[src/rtl/fifo_capture_ctrl_if.sv]
// Command, FIFO-strobe and host read-back signals of fifo_capture_ctrl.
// master is the controller side, slave is the FIFO/host side.
interface fifo_capture_ctrl_if #(
    parameter int unsigned CNT_W = 32
) ();
    logic             cfg_start;
    logic             cfg_abort;
    logic [CNT_W-1:0] cfg_len;
    logic [7:0]       cfg_div;
    logic             fifo_rst;
    logic             fifo_wr_en;
    logic [63:0]      fifo_din;
    logic             fifo_full;
    logic             fifo_empty;
    logic             fifo_rd_en;
    logic [63:0]      fifo_dout;
    logic             pop;
    logic [63:0]      data;
    logic             data_vld;
    logic [2:0]       state;
    logic             busy;
    logic             done;
    logic             ovf;
    logic [CNT_W-1:0] wr_count;

    modport master (
        input  cfg_start, cfg_abort, cfg_len, cfg_div, fifo_full, fifo_empty, fifo_dout, pop,
        output fifo_rst, fifo_wr_en, fifo_din, fifo_rd_en, data, data_vld, state, busy, done,
               ovf, wr_count
    );

    modport slave (
        output cfg_start, cfg_abort, cfg_len, cfg_div, fifo_full, fifo_empty, fifo_dout, pop,
        input  fifo_rst, fifo_wr_en, fifo_din, fifo_rd_en, data, data_vld, state, busy, done,
               ovf, wr_count
    );
endinterface

[src/rtl/fifo_capture_ctrl.sv]
// Timestamp-capture FIFO sequencer: flush, decimated tick writes, then drain into a
// single holding register that the host pops word by word.
module fifo_capture_ctrl #(
    parameter int unsigned CNT_W     = 32,
    parameter int unsigned FLUSH_CYC = 4
) (
    input logic                 clk,
    input logic                 rst,
    fifo_capture_ctrl_if.master bus
);
    localparam int unsigned FLUSH_W = (FLUSH_CYC > 1) ? $clog2(FLUSH_CYC) : 1;
    localparam logic [FLUSH_W-1:0] FLUSH_LAST = FLUSH_W'(FLUSH_CYC - 1);

    typedef enum logic [2:0] {
        StIdle    = 3'd0,
        StFlush   = 3'd1,
        StCapture = 3'd2,
        StDrain   = 3'd3,
        StDone    = 3'd4
    } state_e;

    state_e             state_q, state_d;
    logic [CNT_W-1:0]   len_q, len_d;
    logic [7:0]         div_q, div_d;
    logic [7:0]         div_cnt_q, div_cnt_d;
    logic [63:0]        tick_idx_q, tick_idx_d;
    logic [CNT_W-1:0]   wr_count_q, wr_count_d;
    logic               ovf_q, ovf_d;
    logic               abort_q, abort_d;
    logic [FLUSH_W-1:0] flush_cnt_q, flush_cnt_d;
    logic               rd_pend_q, rd_pend_d;
    logic [63:0]        data_q, data_d;
    logic               data_vld_q, data_vld_d;
    logic               wr_en, rd_en, tick, busy;

    assign tick = (div_cnt_q == div_q);
    assign busy = (state_q == StFlush) || (state_q == StCapture) || (state_q == StDrain);

    always_ff @(posedge clk or posedge rst) begin
        if (rst) begin
            state_q     <= StIdle;
            len_q       <= '0;
            div_q       <= '0;
            div_cnt_q   <= '0;
            tick_idx_q  <= '0;
            wr_count_q  <= '0;
            ovf_q       <= 1'b0;
            abort_q     <= 1'b0;
            flush_cnt_q <= '0;
            rd_pend_q   <= 1'b0;
            data_q      <= '0;
            data_vld_q  <= 1'b0;
        end else begin
            state_q     <= state_d;
            len_q       <= len_d;
            div_q       <= div_d;
            div_cnt_q   <= div_cnt_d;
            tick_idx_q  <= tick_idx_d;
            wr_count_q  <= wr_count_d;
            ovf_q       <= ovf_d;
            abort_q     <= abort_d;
            flush_cnt_q <= flush_cnt_d;
            rd_pend_q   <= rd_pend_d;
            data_q      <= data_d;
            data_vld_q  <= data_vld_d;
        end
    end

    always_comb begin
        state_d     = state_q;
        len_d       = len_q;
        div_d       = div_q;
        div_cnt_d   = div_cnt_q;
        tick_idx_d  = tick_idx_q;
        wr_count_d  = wr_count_q;
        ovf_d       = ovf_q;
        abort_d     = abort_q;
        flush_cnt_d = flush_cnt_q;
        rd_pend_d   = rd_pend_q;
        data_d      = data_q;
        data_vld_d  = data_vld_q;
        wr_en       = 1'b0;
        rd_en       = 1'b0;

        // Abort outranks start and suppresses any strobe in the same cycle.
        if (bus.cfg_abort) begin
            if (busy) begin
                abort_d     = 1'b1;
                data_vld_d  = 1'b0;
                rd_pend_d   = 1'b0;
                flush_cnt_d = '0;
                state_d     = StFlush;
            end else begin
                abort_d = 1'b0;
                state_d = StIdle;
            end
        end else begin
            unique case (state_q)
                StIdle, StDone: begin
                    if (bus.cfg_start) begin
                        len_d       = bus.cfg_len;
                        div_d       = bus.cfg_div;
                        ovf_d       = 1'b0;
                        wr_count_d  = '0;
                        tick_idx_d  = '0;
                        data_vld_d  = 1'b0;
                        flush_cnt_d = '0;
                        state_d     = StFlush;
                    end
                end
                StFlush: begin
                    flush_cnt_d = flush_cnt_q + 1'b1;
                    if (flush_cnt_q == FLUSH_LAST) begin
                        if (abort_q) begin
                            abort_d = 1'b0;
                            state_d = StIdle;
                        end else begin
                            div_cnt_d = '0;
                            state_d   = StCapture;
                        end
                    end
                end
                StCapture: begin
                    div_cnt_d = tick ? 8'd0 : div_cnt_q + 8'd1;
                    if (wr_count_q >= len_q) begin
                        state_d = StDrain;
                    end else if (tick) begin
                        if (bus.fifo_full) begin
                            ovf_d   = 1'b1;
                            state_d = StDrain;
                        end else begin
                            wr_en      = 1'b1;
                            tick_idx_d = tick_idx_q + 64'd1;
                            if (wr_count_q != '1) wr_count_d = wr_count_q + 1'b1;
                            if ((wr_count_q + 1'b1) == len_q) state_d = StDrain;
                        end
                    end
                end
                StDrain: begin
                    if (rd_pend_q) begin
                        data_d     = bus.fifo_dout;
                        data_vld_d = 1'b1;
                        rd_pend_d  = 1'b0;
                    end else if (data_vld_q) begin
                        if (bus.pop) data_vld_d = 1'b0;
                    end else if (!bus.fifo_empty) begin
                        rd_en     = 1'b1;
                        rd_pend_d = 1'b1;
                    end else begin
                        state_d = StDone;
                    end
                end
                default: state_d = StIdle;
            endcase
        end
    end

    assign bus.fifo_rst   = (state_q == StFlush);
    assign bus.fifo_wr_en = wr_en;
    assign bus.fifo_din   = tick_idx_q;
    assign bus.fifo_rd_en = rd_en;
    assign bus.data       = data_q;
    assign bus.data_vld   = data_vld_q;
    assign bus.state      = state_q;
    assign bus.busy       = busy;
    assign bus.done       = (state_q == StDone);
    assign bus.ovf        = ovf_q;
    assign bus.wr_count   = wr_count_q;
endmodule

[src/flat_wrapper.sv]
// flat-port wrapper written by rule: the top's interface ports become plain ports
module fifo_capture_ctrl_flat 
#(
    parameter int unsigned CNT_W     = 32,
    parameter int unsigned FLUSH_CYC = 4
)
  (clk, rst, bus_cfg_start, bus_cfg_abort, bus_cfg_len, bus_cfg_div, bus_fifo_full, bus_fifo_empty, bus_fifo_dout, bus_pop, bus_fifo_rst, bus_fifo_wr_en, bus_fifo_din, bus_fifo_rd_en, bus_data, bus_data_vld, bus_state, bus_busy, bus_done, bus_ovf, bus_wr_count);
  fifo_capture_ctrl_if #(.CNT_W(CNT_W)) bus_i ();
  input logic clk;
  input logic rst;
  input wire logic [$bits(bus_i.cfg_start)-1:0] bus_cfg_start;
  input wire logic [$bits(bus_i.cfg_abort)-1:0] bus_cfg_abort;
  input wire logic [$bits(bus_i.cfg_len)-1:0] bus_cfg_len;
  input wire logic [$bits(bus_i.cfg_div)-1:0] bus_cfg_div;
  input wire logic [$bits(bus_i.fifo_full)-1:0] bus_fifo_full;
  input wire logic [$bits(bus_i.fifo_empty)-1:0] bus_fifo_empty;
  input wire logic [$bits(bus_i.fifo_dout)-1:0] bus_fifo_dout;
  input wire logic [$bits(bus_i.pop)-1:0] bus_pop;
  output wire logic [$bits(bus_i.fifo_rst)-1:0] bus_fifo_rst;
  output wire logic [$bits(bus_i.fifo_wr_en)-1:0] bus_fifo_wr_en;
  output wire logic [$bits(bus_i.fifo_din)-1:0] bus_fifo_din;
  output wire logic [$bits(bus_i.fifo_rd_en)-1:0] bus_fifo_rd_en;
  output wire logic [$bits(bus_i.data)-1:0] bus_data;
  output wire logic [$bits(bus_i.data_vld)-1:0] bus_data_vld;
  output wire logic [$bits(bus_i.state)-1:0] bus_state;
  output wire logic [$bits(bus_i.busy)-1:0] bus_busy;
  output wire logic [$bits(bus_i.done)-1:0] bus_done;
  output wire logic [$bits(bus_i.ovf)-1:0] bus_ovf;
  output wire logic [$bits(bus_i.wr_count)-1:0] bus_wr_count;
  assign bus_i.cfg_start = bus_cfg_start;
  assign bus_i.cfg_abort = bus_cfg_abort;
  assign bus_i.cfg_len = bus_cfg_len;
  assign bus_i.cfg_div = bus_cfg_div;
  assign bus_i.fifo_full = bus_fifo_full;
  assign bus_i.fifo_empty = bus_fifo_empty;
  assign bus_i.fifo_dout = bus_fifo_dout;
  assign bus_i.pop = bus_pop;
  assign bus_fifo_rst = bus_i.fifo_rst;
  assign bus_fifo_wr_en = bus_i.fifo_wr_en;
  assign bus_fifo_din = bus_i.fifo_din;
  assign bus_fifo_rd_en = bus_i.fifo_rd_en;
  assign bus_data = bus_i.data;
  assign bus_data_vld = bus_i.data_vld;
  assign bus_state = bus_i.state;
  assign bus_busy = bus_i.busy;
  assign bus_done = bus_i.done;
  assign bus_ovf = bus_i.ovf;
  assign bus_wr_count = bus_i.wr_count;
  fifo_capture_ctrl #(.CNT_W(CNT_W), .FLUSH_CYC(FLUSH_CYC)) u_core (.clk(clk), .rst(rst), .bus(bus_i));
endmodule
[config.mk]
export PLATFORM = sky130hd
export DESIGN_NAME = fifo_capture_ctrl_flat
export DESIGN_NICKNAME = d
export VERILOG_FILES = /design/src/rtl/fifo_capture_ctrl_if.sv /design/src/rtl/fifo_capture_ctrl.sv /design/src/flat_wrapper.sv
export SDC_FILE = /design/constraint.sdc
export NUM_CORES = 1
export LEC_CHECK = 0
export BUFFER_PORTS_ARGS = -buffer_cell sky130_fd_sc_hd__buf_4
export CAP_MARGIN = 0
export CORE_MARGIN = 2
export CORE_UTILIZATION = 59
export DETAILED_ROUTE_END_ITERATION = 16
export HOLD_SLACK_MARGIN = 0.05
export PLACE_DENSITY_LB_ADDON = 0.15
export SYNTH_ARGS = -nofsm -noshare
export SYNTH_HDL_FRONTEND = slang
export SYNTH_SLANG_ARGS = --single-unit
[constraint.sdc]
create_clock -name clk -period 15.77 [get_ports clk]
set_input_delay 0.7885 -clock clk [delete_from_list [all_inputs] [get_ports clk]]
set_output_delay 0.7885 -clock clk [all_outputs]
set_load 0.05 [all_outputs]
==> impl_metrics.py <==
metrics = {
    "synthesis": {
        "yosys.area.top_type_share": 0.452,
        "synth_top_family_by_area": "simple AND/OR/NAND/NOR gates",
        "synthCells": 1262,
        "synth_fa_ha_area_frac": 0.0375,
        "yosysMostFrequentCell": "dfrtp_1",
        "synth_enable_flop_cells": 0,
        "synth_mux_area_frac": 0.0644,
        "synth-simple-area-share": 0.184,
        "ys_ff_latch": 217,
        "synth_common_cells": "dfrtp_1, nand2_1, nor2_1",
        "yosysTopAreaCell": "dfrtp_1",
        "synthArstFlopShare": 1.00,
        "synth-xor-area-share": 0.0825,
        "synth_compound_area_frac": 0.137,
        "yosysWarnings": 0,
        "synth_nets": 1409,
        "synth.area.top_cells": "dfrtp_1, mux2_2, xnor2_1, o21ai_0, nand2_1",
        "ys.flop_type": "dfrtp_1",
        "seq_area_frac_synth": 0.452,
        "synth_area_um2": 12000,
        "yosysUniqueCellTypes": 62,
        "syn_area_per_cell_um2": 9.52,
    },
    "routing": {
        "drc_errors": 0,
        "vias_per_cell": 6.01,
        "drt_wl_total_mm": 33.7,
        "first_pass_iters": 5,
        "wl_per_cell_um": 18.7,
        "drtIter0Drc": 878,
        "drtAntennaViolNets": 0,
        "num_vias": 10800,
    },
    "final_layout": {
        "fin_util": 0.754,
        "nNetsFinal": 1659,
        "stdcell_count": 1801,
        "area_delta_synth_final_pct": 26.2,
        "drive_above_1_share": 0.276,
        "n_antenna_cell": 0,
    },
    "floorplan": {
        "core-area_um2": 20100,
        "die_x_um": 147,
        "design.die.area_um2": 21500,
        "rows": 52,
        "die_y_um": 147,
        "initial_core_util": 0.597,
        "io_pins": 281,
    },
    "clock_tree": {
        "htree_levels": 1,
        "ctsResizeCount": 0,
        "cts.clk_slew.worst_paths_ns": 0.06,
        "post_cts_buffers": 0,
        "clkLatencyLatePin_ns": 0.54,
        "root_buffer": "clkbuf_16",
        "cts_tree": "built",
        "numCtsBuffers": 25,
        "cts.path.max_buffers": 3,
        "hold_buffers": 0,
        "clkSinkCount": 217,
    },
    "placed_design": {
        "io_buffers": 280,
        "detailed_place_hpwl_mm": 23.5,
        "finalWeightedCongestion": 0.941,
        "dp.cells": 1755,
        "dp_worst_setup_slack_ns": 11.90,
    },
    "timing": {
        "slew_violations": 0,
        "min_period_ns": 4.50,
        "fmax_mhz": 222,
        "slew_headroom": 0.298,
        "hold_viol": 0,
        "finalSetupTns_ns": 0,
        "setup_viol": 0,
        "whs_ns": 0.448,
        "fin_ws_ns": 11.27,
        "rsz0062_at_grt": "false",
        "fin_skew_ns": 0.00850,
        "period_share": 0.286,
        "worst_slew_pin_slew_ns": 1.05,
    },
    "power": {
        "leakage_nw": 7.34,
        "cellPowerDensity_nw_per_um2": 142,
        "ir_drop_uv": 138,
    },
    "run_status": {
        "status": "completed",
    },
    "global_route": {
        "met1_usage": 0.402,
        "grt_max_degree": 150,
        "busiest_layer": "met2",
        "gr-total-overflow": 0,
        "grt_usage": 0.308,
        "met3_usage": 0.0625,
        "antenna_found_initial": 0,
        "grt_first_pass_wirelength_mm": 54.3,
        "met2_usage": 0.511,
        "grt_pass1_vias": 10500,
    },
    "critical_path": {
        "cpMostUsedCell": "inv_1",
        "cp_num_buf_inv": 3,
        "cp_cell_sequence": "inv_1 -> ha_1 -> nand2b_1 -> a21o_1 -> a211oi_1 -> o31ai_1 -> a21oi_1 -> or2_2 -> nand3_1 -> inv_1 -> buf_4",
        "endpoint_kind": "output port",
        "required_ns": 14.98,
        "cp-start-kind": "flop",
        "max_stage_delay_ns": 0.67,
        "reg2reg_depth": 11,
        "slowest_stage": "nand3_1",
        "crit_type": "flop to output port",
        "cp_num_cells": 11,
        "path_max_fanout": 19,
        "path_delay_family": "simple AND/OR/NAND/NOR gates",
        "cp.arrival_ns": 3.71,
    },
    "worst_hold_path": {
        "hp-class": "input pin to flop",
        "whs_path_depth": 3,
    },
    "run": {
        "max_cap_viol_count": 0,
    },
}
==> worst reg2reg max path: stages, from the launching register on <==
cell	delay (ns)
dfrtp_1	0.46
inv_1	0.08
ha_1	0.30
nand2b_1	0.14
a21o_1	0.18
a211oi_1	0.29
o31ai_1	0.13
a21oi_1	0.29
or2_2	0.22
nand3_1	0.67
or4_1	0.75
a21oi_1	0.17
==> metal layers <==
metal  vias up  routed length [um]
met3        92                2990
met1      5201               13100
met2       511               16500
met5         -                   0
met4         0                1220
li1       5021                   -
==> report_power, final <==
group          switching, W  internal (W)  total [W]
combinational      0.000496      0.000269   0.000765
sequential        0.0000896      0.000674   0.000764
clock              0.000240      0.000389   0.000629
total              0.000826       0.00133    0.00216
==> area by class of cell <==
class	instances	area, um2
Sequential cell	217	5430
Tap cell	270	338
Inverter	53	206
Clock inverter	15	220
Multi-Input combinational cell	923	6090
Timing Repair Buffer	292	2190
Clock buffer	31	678
Fill cell	1456	4950
==> cells in the final DEF, fill, tap and decap left out, types with 5 or more instances in the layout <==
master	count
o211ai_1	10
or4_1	11
nor4_1	11
inv_1	52
clkinv_2	7
nand3_1	50
a211oi_1	10
nor2_1	107
nand4_1	47
nand2_1	121
a31oi_1	9
o21ai_0	95
ha_1	36
a2111oi_0	5
a21o_1	16
buf_4	292
and4_1	14
clkbuf_16	25
or3_1	10
xnor2_1	78
dfrtp_1	217
o2111ai_1	7
xor2_1	32
nor3_1	23
a21oi_1	67
bufinv_16	5
o31ai_1	22
mux2_2	66
and3_1	20
==> cell families (layout without fill, tap and decap cells) <==
| group | count (synthesis) | after routing |
|---|---|---|
| AO/OA/AOI/OAI | 265 | 265 |
| XOR/XNOR | 111 | 111 |
| adder cells (fa/ha/maj) | 36 | 36 |
| buffers and inverters | 122 | 391 |
| flip-flops | 217 | 217 |
| multiplexers | 69 | 69 |
| AND/OR/NAND/NOR | 442 | 442 |
==> sequential cells by signal, indices dropped and copies added (netlist names) <==
signal               flops
u_core.bus.fifo_din     64
u_core.bus.state         3
u_core.div_q             8
u_core.abort_q           1
u_core.bus.data_vld      1
u_core.bus.data         64
u_core.div_cnt_q         8
u_core.bus.wr_count     32
u_core.len_q            32
u_core.bus.ovf           1
u_core.flush_cnt_q       2
u_core.rd_pend_q         1
==> stage by stage <==
step	total power, W	instance area (um2)
detailed placement	0.00153	14300
CTS	0.00217	15200
global route	0.00226	15200
finish	0.00216	15200
global placement	0.00151	14300
floorplan	0.00129	12000
==> final timing paths <==
kind,slack (ns),to,from
max,11.27,bus_fifo_wr_en,u_core.bus.wr_count[0]
min,0.45,u_core.div_q[1],bus_cfg_div[1]
max reg2reg,12.01,u_core.bus.fifo_din[10],u_core.bus.wr_count[0]
min reg2reg,0.50,u_core.flush_cnt_q[1],u_core.flush_cnt_q[1]
max in group asynchronous,13.70,u_core.bus.fifo_din[30],rst
min in group asynchronous,0.48,u_core.bus.data[44],rst
Note: power is estimated with default switching activity, not from simulation.
